--- src/rtl/wall_scheduler.sv ---
// Frame sequencer for the scrolling wall: erase old image, one UPDATE_WALL step, redraw with hole.
// Pixel outputs are combinational from state/raster counters; pause only defers frame start; WALL_SCHED_SCORE_EN adds scoring.
module wall_scheduler #(
    parameter int unsigned FRAME_TICKS = 833333,
    parameter int unsigned WALL_WIDTH  = 4,
    parameter int unsigned WALL_HEIGHT = 120,
    parameter int unsigned HOLE_HEIGHT = 50,
    parameter int unsigned SCREEN_W    = 160,
    parameter logic [2:0]  WALL_COLOUR = 3'b010,
    parameter logic [2:0]  BG_COLOUR   = 3'b000
) (
    input  logic       clk,
    input  logic       reset,
    input  logic       start,
    input  logic       pause,
    input  logic [7:0] wall_x,
    input  logic [7:0] hole_y,
    output logic [3:0] cur_state,
    output logic [7:0] x_out,
    output logic [6:0] y_out,
    output logic [2:0] colour,
    output logic       plot,
    output logic       frame_done,
    output logic       busy,
    output logic       overrun
`ifdef WALL_SCHED_SCORE_EN
    ,
    output logic [7:0] score,
    output logic       point
`endif
);

    localparam int PX_W = (WALL_WIDTH > 1) ? $clog2(WALL_WIDTH) : 1;

    typedef enum logic [3:0] {
        S_UPDATE = 4'd0,
        S_IDLE   = 4'd1,
        S_WAIT   = 4'd2,
        S_ERASE  = 4'd3,
        S_DRAW   = 4'd4
    } state_t;

    state_t          r_state;
    state_t          w_next;
    logic [19:0]     r_frame_cnt;
    logic [PX_W-1:0] r_px;
    logic [6:0]      r_py;
    logic            r_pending;
    logic            r_overrun;
    logic [7:0]      r_draw_x;
    logic [7:0]      r_draw_hole;

    logic            w_tick;
    logic            w_raster;
    logic            w_px_last;
    logic            w_last;
    logic            w_first_draw;
    logic [7:0]      w_base_x;
    logic [7:0]      w_base_hole;
    logic [8:0]      w_x_sum;
    logic [8:0]      w_hole_end;
    logic            w_in_hole;

    assign w_tick       = (r_state != S_IDLE) && (r_frame_cnt == 20'(FRAME_TICKS - 1));
    assign w_raster     = (r_state == S_ERASE) || (r_state == S_DRAW);
    assign w_px_last    = (r_px == PX_W'(WALL_WIDTH - 1));
    assign w_last       = w_px_last && (r_py == 7'(WALL_HEIGHT - 1));
    assign w_first_draw = (r_state == S_DRAW) && (r_px == '0) && (r_py == '0);

    // ERASE replays the bases captured by the previous DRAW, so the old image is removed exactly
    assign w_base_x    = w_first_draw ? wall_x : r_draw_x;
    assign w_base_hole = w_first_draw ? hole_y : r_draw_hole;
    assign w_x_sum     = {1'b0, w_base_x} + 9'(r_px);
    assign w_hole_end  = {1'b0, w_base_hole} + 9'(HOLE_HEIGHT - 1);
    assign w_in_hole   = ({2'b00, r_py} >= {1'b0, w_base_hole}) && ({2'b00, r_py} <= w_hole_end);

    assign cur_state = r_state;
    assign x_out     = w_x_sum[7:0];
    assign y_out     = r_py;
    assign overrun   = r_overrun;

    always_comb begin
        w_next     = r_state;
        plot       = 1'b0;
        frame_done = 1'b0;
        busy       = 1'b0;
        colour     = BG_COLOUR;
        case (r_state)
            S_IDLE:   if (start) w_next = S_DRAW;
            S_WAIT:   if (!pause && (w_tick || r_pending)) w_next = S_ERASE;
            S_ERASE: begin
                busy = 1'b1;
                plot = (w_x_sum < 9'(SCREEN_W)) && !w_in_hole;
                if (w_last) w_next = S_UPDATE;
            end
            S_UPDATE: begin
                busy   = 1'b1;
                w_next = S_DRAW;
            end
            S_DRAW: begin
                busy       = 1'b1;
                colour     = WALL_COLOUR;
                plot       = (w_x_sum < 9'(SCREEN_W)) && !w_in_hole;
                frame_done = w_last;
                if (w_last) w_next = S_WAIT;
            end
            default:  w_next = S_IDLE;
        endcase
    end

    always_ff @(posedge clk) begin
        if (reset) begin
            r_state     <= S_IDLE;
            r_frame_cnt <= '0;
            r_px        <= '0;
            r_py        <= '0;
            r_pending   <= 1'b0;
            r_overrun   <= 1'b0;
            r_draw_x    <= '0;
            r_draw_hole <= '0;
        end else begin
            r_state <= w_next;

            if ((r_state == S_IDLE) || w_tick) r_frame_cnt <= '0;
            else                               r_frame_cnt <= r_frame_cnt + 20'd1;

            // Only one frame is ever queued; a second tick while queued is flagged
            if ((r_state == S_WAIT) && (w_next == S_ERASE)) r_pending <= 1'b0;
            else if (w_tick)                                 r_pending <= 1'b1;
            if (w_tick && r_pending) r_overrun <= 1'b1;

            if (w_raster && !w_last) begin
                if (w_px_last) begin
                    r_px <= '0;
                    r_py <= r_py + 7'd1;
                end else begin
                    r_px <= r_px + PX_W'(1);
                end
            end else begin
                r_px <= '0;
                r_py <= '0;
            end

            if (w_first_draw) begin
                r_draw_x    <= wall_x;
                r_draw_hole <= hole_y;
            end
        end
    end

`ifdef WALL_SCHED_SCORE_EN
    localparam logic [7:0] WALL_SPEED_CMP = 8'd4;

    logic [7:0] r_score;
    logic       r_point;
    logic       w_score_hit;

    // Wall was at the left edge last frame and the datapath has just wrapped it off-screen
    assign w_score_hit = (r_state == S_UPDATE) && (r_draw_x < WALL_SPEED_CMP)
                         && ({1'b0, wall_x} >= 9'(SCREEN_W)) && (r_score != 8'hFF);

    always_ff @(posedge clk) begin
        if (reset) begin
            r_score <= '0;
            r_point <= 1'b0;
        end else begin
            r_point <= w_score_hit;
            if (w_score_hit) r_score <= r_score + 8'd1;
        end
    end

    assign score = r_score;
    assign point = r_point;
`endif

endmodule

--- config.mk ---
export PLATFORM = sky130hd
export DESIGN_NAME = wall_scheduler
export DESIGN_NICKNAME = d
export VERILOG_FILES = /design/src/rtl/wall_scheduler.sv
export SDC_FILE = /design/constraint.sdc
export NUM_CORES = 1
export LEC_CHECK = 0
export CAP_MARGIN = 5
export CORE_ASPECT_RATIO = 0.75
export CORE_MARGIN = 5
export CORE_UTILIZATION = 40
export CTS_CLUSTER_DIAMETER = 30
export DETAILED_ROUTE_END_ITERATION = 7
export GPL_TIMING_DRIVEN = 0
export HOLD_SLACK_MARGIN = 0.03
export PLACE_DENSITY = 0.63
export RECOVER_POWER = 25
export SYNTH_ARGS = -nofsm -noshare
export SYNTH_HDL_FRONTEND = slang
export SYNTH_SLANG_ARGS = --single-unit
--- constraint.sdc ---
create_clock -name clk -period 4.5 [get_ports clk]
set_clock_uncertainty 0.1 [all_clocks]
set_input_delay 0.9 -clock clk [delete_from_list [all_inputs] [get_ports clk]]
set_output_delay 0.9 -clock clk [all_outputs]
set_load 0.01 [all_outputs]
==> summary.md, run 1 <==
| Metric | Value |
|---|---|
| Result of the run | complete, no violations |
| Post-route ant nets | 0 |
| Post-route setup slack | 0.140 ns |
| Worst reg2reg startpoint | r_frame_cnt[0]$_SDFF_PP0_ |
| Via count normalized by instance count | 5.07 |
| Most numerous cell types in the synthesized netlist | 52 x sky130_fd_sc_hd__nor2_1, 51 x sky130_fd_sc_hd__dfxtp_1, 22 x sky130_fd_sc_hd__ha_1, 20 x sky130_fd_sc_hd__xor2_1, 17 x sky130_fd_sc_hd__nand2_1 |
| Detailed Routing Iterations Pass 1 | 4 |
| Top Family by Delay on Critical Path | compound AO/OA/AOI/OAI gates |
| Initial core utilization | 0.410 |
| TritonCTS clock tree | yes |
| Number of buffers created by CTS | 5 |
| Max Cap Violations | 0 |
| Critical-path cell list | inv_2 -> ha_4 -> and4bb_2 -> nand3_4 -> buf_8 -> mux2_4 -> o211ai_4 -> xor2_1 -> ha_1 -> nand4b_1 -> o22ai_1 -> a21oi_2 -> o2bb2ai_2 -> a2111oi_2 -> buf_2 |
| Die Span Y | 84.9 um |
| Fmax | 229 MHz |
| Area contributors post-synth | sky130_fd_sc_hd__dfxtp_1 34%, sky130_fd_sc_hd__ha_1 9.2%, sky130_fd_sc_hd__nor2_1 6.5% |
| Syn avg cell area | 9.06 um^2 |
| Hold Path Cell Cnt | 1 |
| FF-to-FF path depth | 7 |
| Gate Count Post-Synth | 330 |
| Number of buffers and inverters on the critical path | 3 |
| X dimension of the die | 110 um |
| Final wirelength | 7350 um |
| Setup CP Type | flip-flop to output pin |
| Total GRT Usage | 0.164 |
| Critical Path AT | 3.36 ns |
| Beginning of the worst hold path | r_px[0]$_SDFF_PP0_ |
| Number of top-level design ports | 46 |
| Post-synthesis cell type count | 55 |
| Min Tclk post-route | 4.36 ns |
| Number of vias after detailed routing | 2,534 |
| Number of antenna violations at the first check in global routing | 0 |
| Setup repair after global routing missed its margin | yes |
| Clock Pin Slew Worst Setup and Hold Paths | 0.10 ns |
| Clk root buf | sky130_fd_sc_hd__clkbuf_8 |
| Data required time at the worst endpoint | 3.50 ns |
| Relative area change from synthesis to final layout | 32.9% |
| Area share of the largest cell type after synthesis | 0.341 |
| DRC violations left | 0 |
| Worst-path fanout max | 6 |
| Dominant cell by count in the synthesized netlist | sky130_fd_sc_hd__nor2_1 |
| Share of layout cells above drive strength 1 | 0.193 |
| Kind of start point of the critical path | flip-flop |
| CTS Sinks | 51 |
| Pre-CTS setup slack | -0.588 ns |
| Power density of the placed cells | 226 nW/um^2 |
| Number of failing hold endpoints at the final stage | 0 |
| Fraction of the yosys area taken by sequential cells | 0.341 |
| Detailed-placement wirelength estimate | 5370 um |
| Worst path slowest cell | sky130_fd_sc_hd__dfxtp_4 |
| Tightest Pin Transition | 0.602 ns |
| Antenna diodes | 0 |
| Depth of the CTS H-tree | 2 |
| Share of the clock period used by the worst path | 0.969 |
| Global-route wire length before repair | 12,300 um |
| Cell count after placement | 476 |
| Yosys Warn Count | 0 |
| Clock Latency Late Sink | 0.30 ns |
| Placeable core area | 7300 um^2 |
| Share of flip-flops with an asynchronous set or reset after synthesis | 0 |
| Final cell count without fillers | 500 |
| Average routed wire per standard cell | 14.7 um |
| Critical Path Sink Type | output pin |
| Post-synth EDFFs | 0 |
| Reg2reg setup slack | 2.18 ns |
| Number of buffers on the longest clock path | 2 |
| Synth Flop Type | sky130_fd_sc_hd__dfxtp_1 |
| Total negative slack | 0 ns |
| Setup-violating endpoint count in the final report | 0 |
| Library cell with the largest summed area after synthesis | sky130_fd_sc_hd__dfxtp_1 |
| DR iter-0 viols | 76 |
| Launch point of the worst path | r_px[0]$_SDFF_PP0_ |
| Pin count of the biggest net entering global routing | 17 |
| Max-slew violation count | 0 |
| Worst voltage drop across the vdd grid | 0.136 mV |
| Crit-path max cell delay | 0.37 ns |
| NumNets Final | 441 |
| Area of the die | 9320 um^2 |
| Post-synthesis sequential element count | 51 |
| Total power | 897 uW |
| Core Rows | 27 |
| Hold crit path type | flip-flop to flip-flop |
| Combined area of all synthesized cells | 2990 um^2 |
| Routability congestion estimate | 0.828 |
| Global-route congestion overflow total | 0 |
| Critical R2R Capture | r_frame_cnt[9]$_SDFF_PP0_ |
| Vias in the first global route | 2,544 |
| Leakage Power | 0.00154 uW |
| Endpoint, Worst Hold | r_px[0]$_SDFF_PP0_ |
| Count of input and output buffers | 43 |
| Relative slew slack | 0.598 |
-- what timing repair did --
| action | CTS | global route |
|---|---|---|
| setup endpoints to repair | 7 | 3 |
| gates resized for setup | 20 | 37 |
| cloned | 0 | 0 |
| pin swaps | 1 | 11 |
| hold buffers | 0 | 0 |
| setup buffers | 3 | 15 |
-- worst register-to-register path: stages, from the launching register on --
cell,delay (ns)
sky130_fd_sc_hd__dfxtp_1,0.38
sky130_fd_sc_hd__inv_1,0.08
sky130_fd_sc_hd__ha_1,0.16
sky130_fd_sc_hd__nand3b_1,0.07
sky130_fd_sc_hd__or4_1,0.59
sky130_fd_sc_hd__o21ai_0,0.26
sky130_fd_sc_hd__clkbuf_1,0.43
sky130_fd_sc_hd__nor2_1,0.11
-- metrics by stage --
stage          hold slack, ns  utilization  cell area, um^2
2_1_floorplan           0.356            -             3000
3_3_place_gp            0.378        0.487             3550
3_5_place_dp            0.389        0.487             3550
6_report                0.365        0.545             3970
5_1_grt                 0.374        0.545             3970
4_1_cts                 0.375        0.515             3760
-- layout by cell type (no fill, tap or decap), types with 3 or more instances in the layout --
cell / Yosys / routed
sky130_fd_sc_hd__a21o_1: 5 / 5
sky130_fd_sc_hd__a21oi_1: 9 / 8
sky130_fd_sc_hd__and3_1: 6 / 6
sky130_fd_sc_hd__buf_4: 2 / 18
sky130_fd_sc_hd__clkbuf_1: 6 / 6
sky130_fd_sc_hd__clkbuf_8: 0 / 5
sky130_fd_sc_hd__clkdlybuf4s50_1: 0 / 38
sky130_fd_sc_hd__conb_1: 1 / 3
sky130_fd_sc_hd__dfxtp_1: 51 / 41
sky130_fd_sc_hd__dfxtp_2: 0 / 3
sky130_fd_sc_hd__dfxtp_4: 0 / 7
sky130_fd_sc_hd__dlymetal6s2s_1: 0 / 3
sky130_fd_sc_hd__ha_1: 22 / 20
sky130_fd_sc_hd__inv_1: 11 / 7
sky130_fd_sc_hd__inv_2: 0 / 3
sky130_fd_sc_hd__mux2_2: 6 / 5
sky130_fd_sc_hd__mux2i_1: 10 / 8
sky130_fd_sc_hd__mux2i_4: 2 / 5
sky130_fd_sc_hd__nand2_1: 17 / 17
sky130_fd_sc_hd__nand3_1: 13 / 13
sky130_fd_sc_hd__nand3b_1: 4 / 4
sky130_fd_sc_hd__nand4_1: 10 / 10
sky130_fd_sc_hd__nor2_1: 52 / 52
sky130_fd_sc_hd__nor2b_1: 5 / 5
sky130_fd_sc_hd__nor3_1: 9 / 8
sky130_fd_sc_hd__o21ai_0: 7 / 6
sky130_fd_sc_hd__or2_2: 4 / 4
sky130_fd_sc_hd__xnor2_1: 16 / 15
sky130_fd_sc_hd__xor2_1: 20 / 20
-- cell families (layout without fill, tap and decap cells) --
| group | after synthesis | count (layout) | synth area share |
|---|---|---|---|
| simple gates | 138 | 138 | 0.243 |
| flops | 51 | 51 | 0.341 |
| compound gates | 38 | 38 | 0.0929 |
| xor+xnor | 36 | 36 | 0.105 |
| fa+ha+maj | 23 | 23 | 0.0987 |
| buf+inv | 23 | 90 | 0.0372 |
| mux | 20 | 20 | 0.0803 |
| other cells | 1 | 3 | 0.00125 |
-- layout make-up --
| class | instances | area (um^2) |
|---|---|---|
| Clock buffer | 5 | 68.8 |
| Multi-Input combinational cell | 258 | 1980 |
| Timing Repair Buffer | 61 | 578 |
| Buffer | 10 | 62.6 |
| Tap cell | 101 | 126 |
| Inverter | 11 | 43.8 |
| Fill cell | 682 | 3320 |
| Sequential cell | 51 | 1050 |
| Clock inverter | 3 | 67.6 |
-- worst max-delay path by stage --
| stage | to | depth (start not counted) |
|---|---|---|
| 2_1_floorplan | plot | 14 |
| 3_3_place_gp | plot | 15 |
| 3_5_place_dp | plot | 13 |
| 4_1_cts | plot | 15 |
| 5_1_grt | plot | 14 |
| 6_report | plot | 15 |
-- power breakdown --
part           switching [uW]  internal [uW]
clock                     154            222
combinational            30.8           33.8
sequential               6.00            451
total                     191            707
-- per-layer routing --
| metal | wire [um] | GRT usage | vias to the layer above |
|---|---|---|---|
| met1 | 3700 | 0.237 | 1192 |
| met3 | 357 | 0.0266 | 7 |
| met5 | 0 | 0 | - |
| met4 | 66 | 0.0362 | 0 |
| li1 | - | - | 1278 |
| met2 | 3230 | 0.258 | 57 |
-- flip-flops by register name, indices dropped and copies added (netlist names) --
name         cells
r_draw_x         8
overrun          1
y_out            7
cur_state        4
r_frame_cnt     20
r_px             2
r_pending        1
r_draw_hole      8
No activity file was read; power rests on OpenSTA's default activity.
==> inputs of run 2 (changes only) <==
CORE_MARGIN = 4   (was 5)
==> run 2 against run 1 <==
  * Critical endpoint unchanged
  * Global-route usage decreased by 0.93 points
  * First-iteration DRC count is 22% higher
  * Largest cell class unchanged
  * Critical path depth decreased by 3
  * Setup slack got worse by 0.14 ns
  * Maximum frequency shrank 3.0%
  * Worst hold slack improved by 0.0020 ns
  * Via count shrank 3.3%
  * Die area down 4.1%
==> summary.md, run 2 (synthesized netlist as in run 1, its figures left out) <==
| Metric | Value |
|---|---|
| Result of the run | complete, no violations |
| Most common library cell in the layout ignoring fill and taps | sky130_fd_sc_hd__nor2_1 |
| Relative area change from synthesis to final layout | 27.4% |
| Pin count of the biggest net entering global routing | 17 (unchanged) |
| Relative slew slack | 0.628 (+0.0299) |
| Registers with the highest flip-flop counts | r_frame_cnt x20, r_draw_hole x8, r_draw_x x8 |
| Worst voltage drop across the vdd grid | 0.125 mV (-8.1%) |
| Max Cap Violations | 0 (unchanged) |
| Top Family by Delay on Critical Path | compound AO/OA/AOI/OAI gates |
| Setup repair after global routing missed its margin | yes |
| Sw frac | 0.236 (+0.0235) |
| Minimum hold slack | 0.367 ns (+0.00195 ns) |
| Net switching power figure | 190 uW (-0.64%) |
| NumNets Final | 433 (-1.8%) |
| Critical-path cell list | clkdlybuf4s50_1 -> nand3_1 -> mux2_4 -> o211ai_4 -> xor2_1 -> ha_1 -> nand4b_1 -> o22ai_1 -> a21oi_1 -> o2bb2ai_2 -> a2111oi_2 -> buf_2 |
| Depth of the CTS H-tree | 2 (unchanged) |
| Max-slew violation count | 0 (unchanged) |
| Power share of the clock group | 0.349 (-0.070) |
| Total negative slack | 0 ns (unchanged) |
| Launch point of the worst path | hole_y[2] |
| Total GRT Usage | 0.155 (-0.00926) |
| Number of vias after detailed routing | 2,450 (-3.3%) |
| Max reg flops | 20 (unchanged) |
| FF-to-FF path depth | 8 (+1) |
| Crit-path max cell delay | 0.52 ns (+0.15 ns) |
| Share of layout cells above drive strength 1 | 0.148 (-0.0446) |
| Fmax | 222 MHz (-3.0%) |
| Share of the clock period used by the worst path | 0.999 (+0.0305) |
| Number of buffers on the longest clock path | 2 (unchanged) |
| Clk root buf | sky130_fd_sc_hd__clkbuf_8 |
| Routability congestion estimate | 0.810 (-2.2%) |
| Area of the die | 8940 um^2 (-4.1%) |
| Post-route ant nets | 0 (unchanged) |
| Count of input and output buffers | 43 (unchanged) |
| Number of failing hold endpoints at the final stage | 0 (unchanged) |
| Clock Pin Slew Worst Setup and Hold Paths | 0.09 ns (about the same) |
| Total power | 803 uW (-11%) |
| Die Span Y | 82.9 um (-2.4%) |
| DR iter-0 viols | 93 (+22%) |
| Cell area after layout | 3810 um^2 (-4.1%) |
| Number of fill cells in the layout | 715 (+4.8%) |
| Power density of the placed cells | 211 nW/um^2 (-6.7%) |
| Min Tclk post-route | 4.50 ns (+0.137 ns) |
| Top library cells by usage in the layout, fill and taps aside | 52 x sky130_fd_sc_hd__nor2_1, 43 x sky130_fd_sc_hd__dfxtp_1, 38 x sky130_fd_sc_hd__clkdlybuf4s50_1, 22 x sky130_fd_sc_hd__ha_1, 20 x sky130_fd_sc_hd__xor2_1 |
| Final wirelength | 6840 um (-7.0%) |
| Register with the most flip-flops | r_frame_cnt |
| Number of buffers created by CTS | 5 (unchanged) |
| Worst path slowest cell | sky130_fd_sc_hd__clkdlybuf4s50_1 |
| Data required time at the worst endpoint | 3.50 ns (about the same) |
| Combinational share of power | 0.082 (+0.010) |
| Number of top-level design ports | 46 (unchanged) |
| Reg power frac | 0.570 (+0.061) |
| Worst path depth | 12 (-3) |
| Initial core utilization | 0.410 (unchanged) |
| X dimension of the die | 108 um (-1.8%) |
| Cell area reported after detailed placement | 3550 um^2 (unchanged) |
| Placeable core area | 7300 um^2 (unchanged) |
| Reg2reg setup slack | 2.28 ns (+0.10 ns) |
| CTS Sinks | 51 (unchanged) |
| Critical Path AT | 3.50 ns (+0.14 ns) |
| Detailed Routing Iterations Pass 1 | 4 (unchanged) |
| Setup CP Type | input port to output pin |
| Critical R2R Capture | cur_state[0]$_SDFF_PP1_ |
| Global-route congestion overflow total | 0 (unchanged) |
| Critical path capture point | plot |
| Final cell count without fillers | 492 (-1.6%) |
| Via count normalized by instance count | 4.98 (-1.7%) |
| Detailed-placement wirelength estimate | 5170 um (-3.7%) |
| Vias in the first global route | 2,397 (-5.8%) |
| Core Rows | 27 (unchanged) |
| Tightest Pin Transition | 0.558 ns (-0.0448 ns) |
| Critical Path Sink Type | output pin |
| Clock Latency Late Sink | 0.30 ns (about the same) |
| Hold crit path type | flip-flop to flip-flop |
| DRC violations left | 0 (unchanged) |
| Setup-violating endpoint count in the final report | 0 (unchanged) |
| Worst-path fanout max | 4 (-2) |
| Internal power consumption | 613 uW (-13%) |
| Number of antenna violations at the first check in global routing | 0 (unchanged) |
| Global-route wire length before repair | 11,400 um (-7.9%) |
| Antenna diodes | 0 (unchanged) |
| TritonCTS clock tree | yes |
| Leakage Power | 0.00149 uW (-3.1%) |
| Kind of start point of the critical path | input port |
| Worst reg2reg startpoint | r_frame_cnt[0]$_SDFF_PP0_ |
| Cell count after placement | 476 (unchanged) |
| Number of buffers and inverters on the critical path | 2 (-1) |
| Average routed wire per standard cell | 13.9 um (-5.5%) |
[run 2: cell types whose count changed in the layout (fill, tap and decap cells not counted), sizes merged]
cell / previous run / this run
buf: 23 / 15
bufinv: 2 / 0
clkbuf: 11 / 12
clkinv: 0 / 1
[run 2: area by class of cell]
| cell class | instances | area (um^2) | share of cell area |
|---|---|---|---|
| Clock buffer | 6 | 82.6 | 0.0217 |
| Multi-Input combinational cell | 258 | 1930 | 0.506 |
| Timing Repair Buffer | 51 | 495 | 0.130 |
| Tap cell | 101 | 126 | 0.0332 |
| Buffer | 12 | 81.3 | 0.0213 |
| Inverter | 11 | 41.3 | 0.0108 |
| Sequential cell | 51 | 1040 | 0.272 |
| Clock inverter | 2 | 16.3 | 0.00427 |
[run 2: power groups by stage]
| stage | Combinational (uW) | Clock [uW] | Sequential (uW) |
|---|---|---|---|
| floorplan | 29.6 | 0 | 469 |
| global placement | 62.3 | 0 | 469 |
| detailed placement | 63.3 | 0 | 469 |
| CTS | 65.0 | 294 | 458 |
| global route | 71.0 | 312 | 459 |
| finish | 65.4 | 280 | 457 |
[run 2: worst register-to-register path: stages, from the launching register on]
cell and delay [ns]:
sky130_fd_sc_hd__dfxtp_1 0.37, sky130_fd_sc_hd__inv_1 0.08, sky130_fd_sc_hd__ha_1 0.18, sky130_fd_sc_hd__nand3b_1 0.08, sky130_fd_sc_hd__or4_1 0.54, sky130_fd_sc_hd__nor3_1 0.21, sky130_fd_sc_hd__nor2_1 0.09, sky130_fd_sc_hd__a2bb2oi_1 0.14
sky130_fd_sc_hd__o311ai_0 0.31
[run 2: repair_timing]
action                     in CTS  in global routing
setup buffers                   6                  2
pin swaps                       2                  5
hold buffers                    0                  0
resized for setup              19                 19
setup endpoints to repair       7                  3
[run 2: stage by stage]
step / setup WS, ns / util
2_1_floorplan: 0.291 / -
3_3_place_gp: -0.535 / 0.487
3_5_place_dp: -0.564 / 0.487
4_1_cts: -0.0225 / 0.513
5_1_grt: -0.100 / 0.522
6_report: 0.00301 / 0.522
[run 2: layer usage]
metal	vias to the layer above	routed length, um	global-route usage
met5	-	0	0
met4	0	50	0.0401
met3	5	346	0.0272
met2	57	2900	0.228
met1	1125	3550	0.233
li1	1263	-	-
[run 2: worst min path at each step]
stage / slack [ns] / startpoint / to / depth (start not counted)
2_1_floorplan: 0.36 / r_px[0]$_SDFF_PP0_ / r_px[0]$_SDFF_PP0_ / 1
3_3_place_gp: 0.38 / r_pending$_SDFFE_PP0P_ / overrun$_SDFFE_PP0P_ / 2
3_5_place_dp: 0.38 / r_pending$_SDFFE_PP0P_ / overrun$_SDFFE_PP0P_ / 2
4_1_cts: 0.37 / r_px[0]$_SDFF_PP0_ / r_px[0]$_SDFF_PP0_ / 1
5_1_grt: 0.39 / r_px[0]$_SDFF_PP0_ / r_px[0]$_SDFF_PP0_ / 1
6_report: 0.37 / r_px[0]$_SDFF_PP0_ / r_px[0]$_SDFF_PP0_ / 1
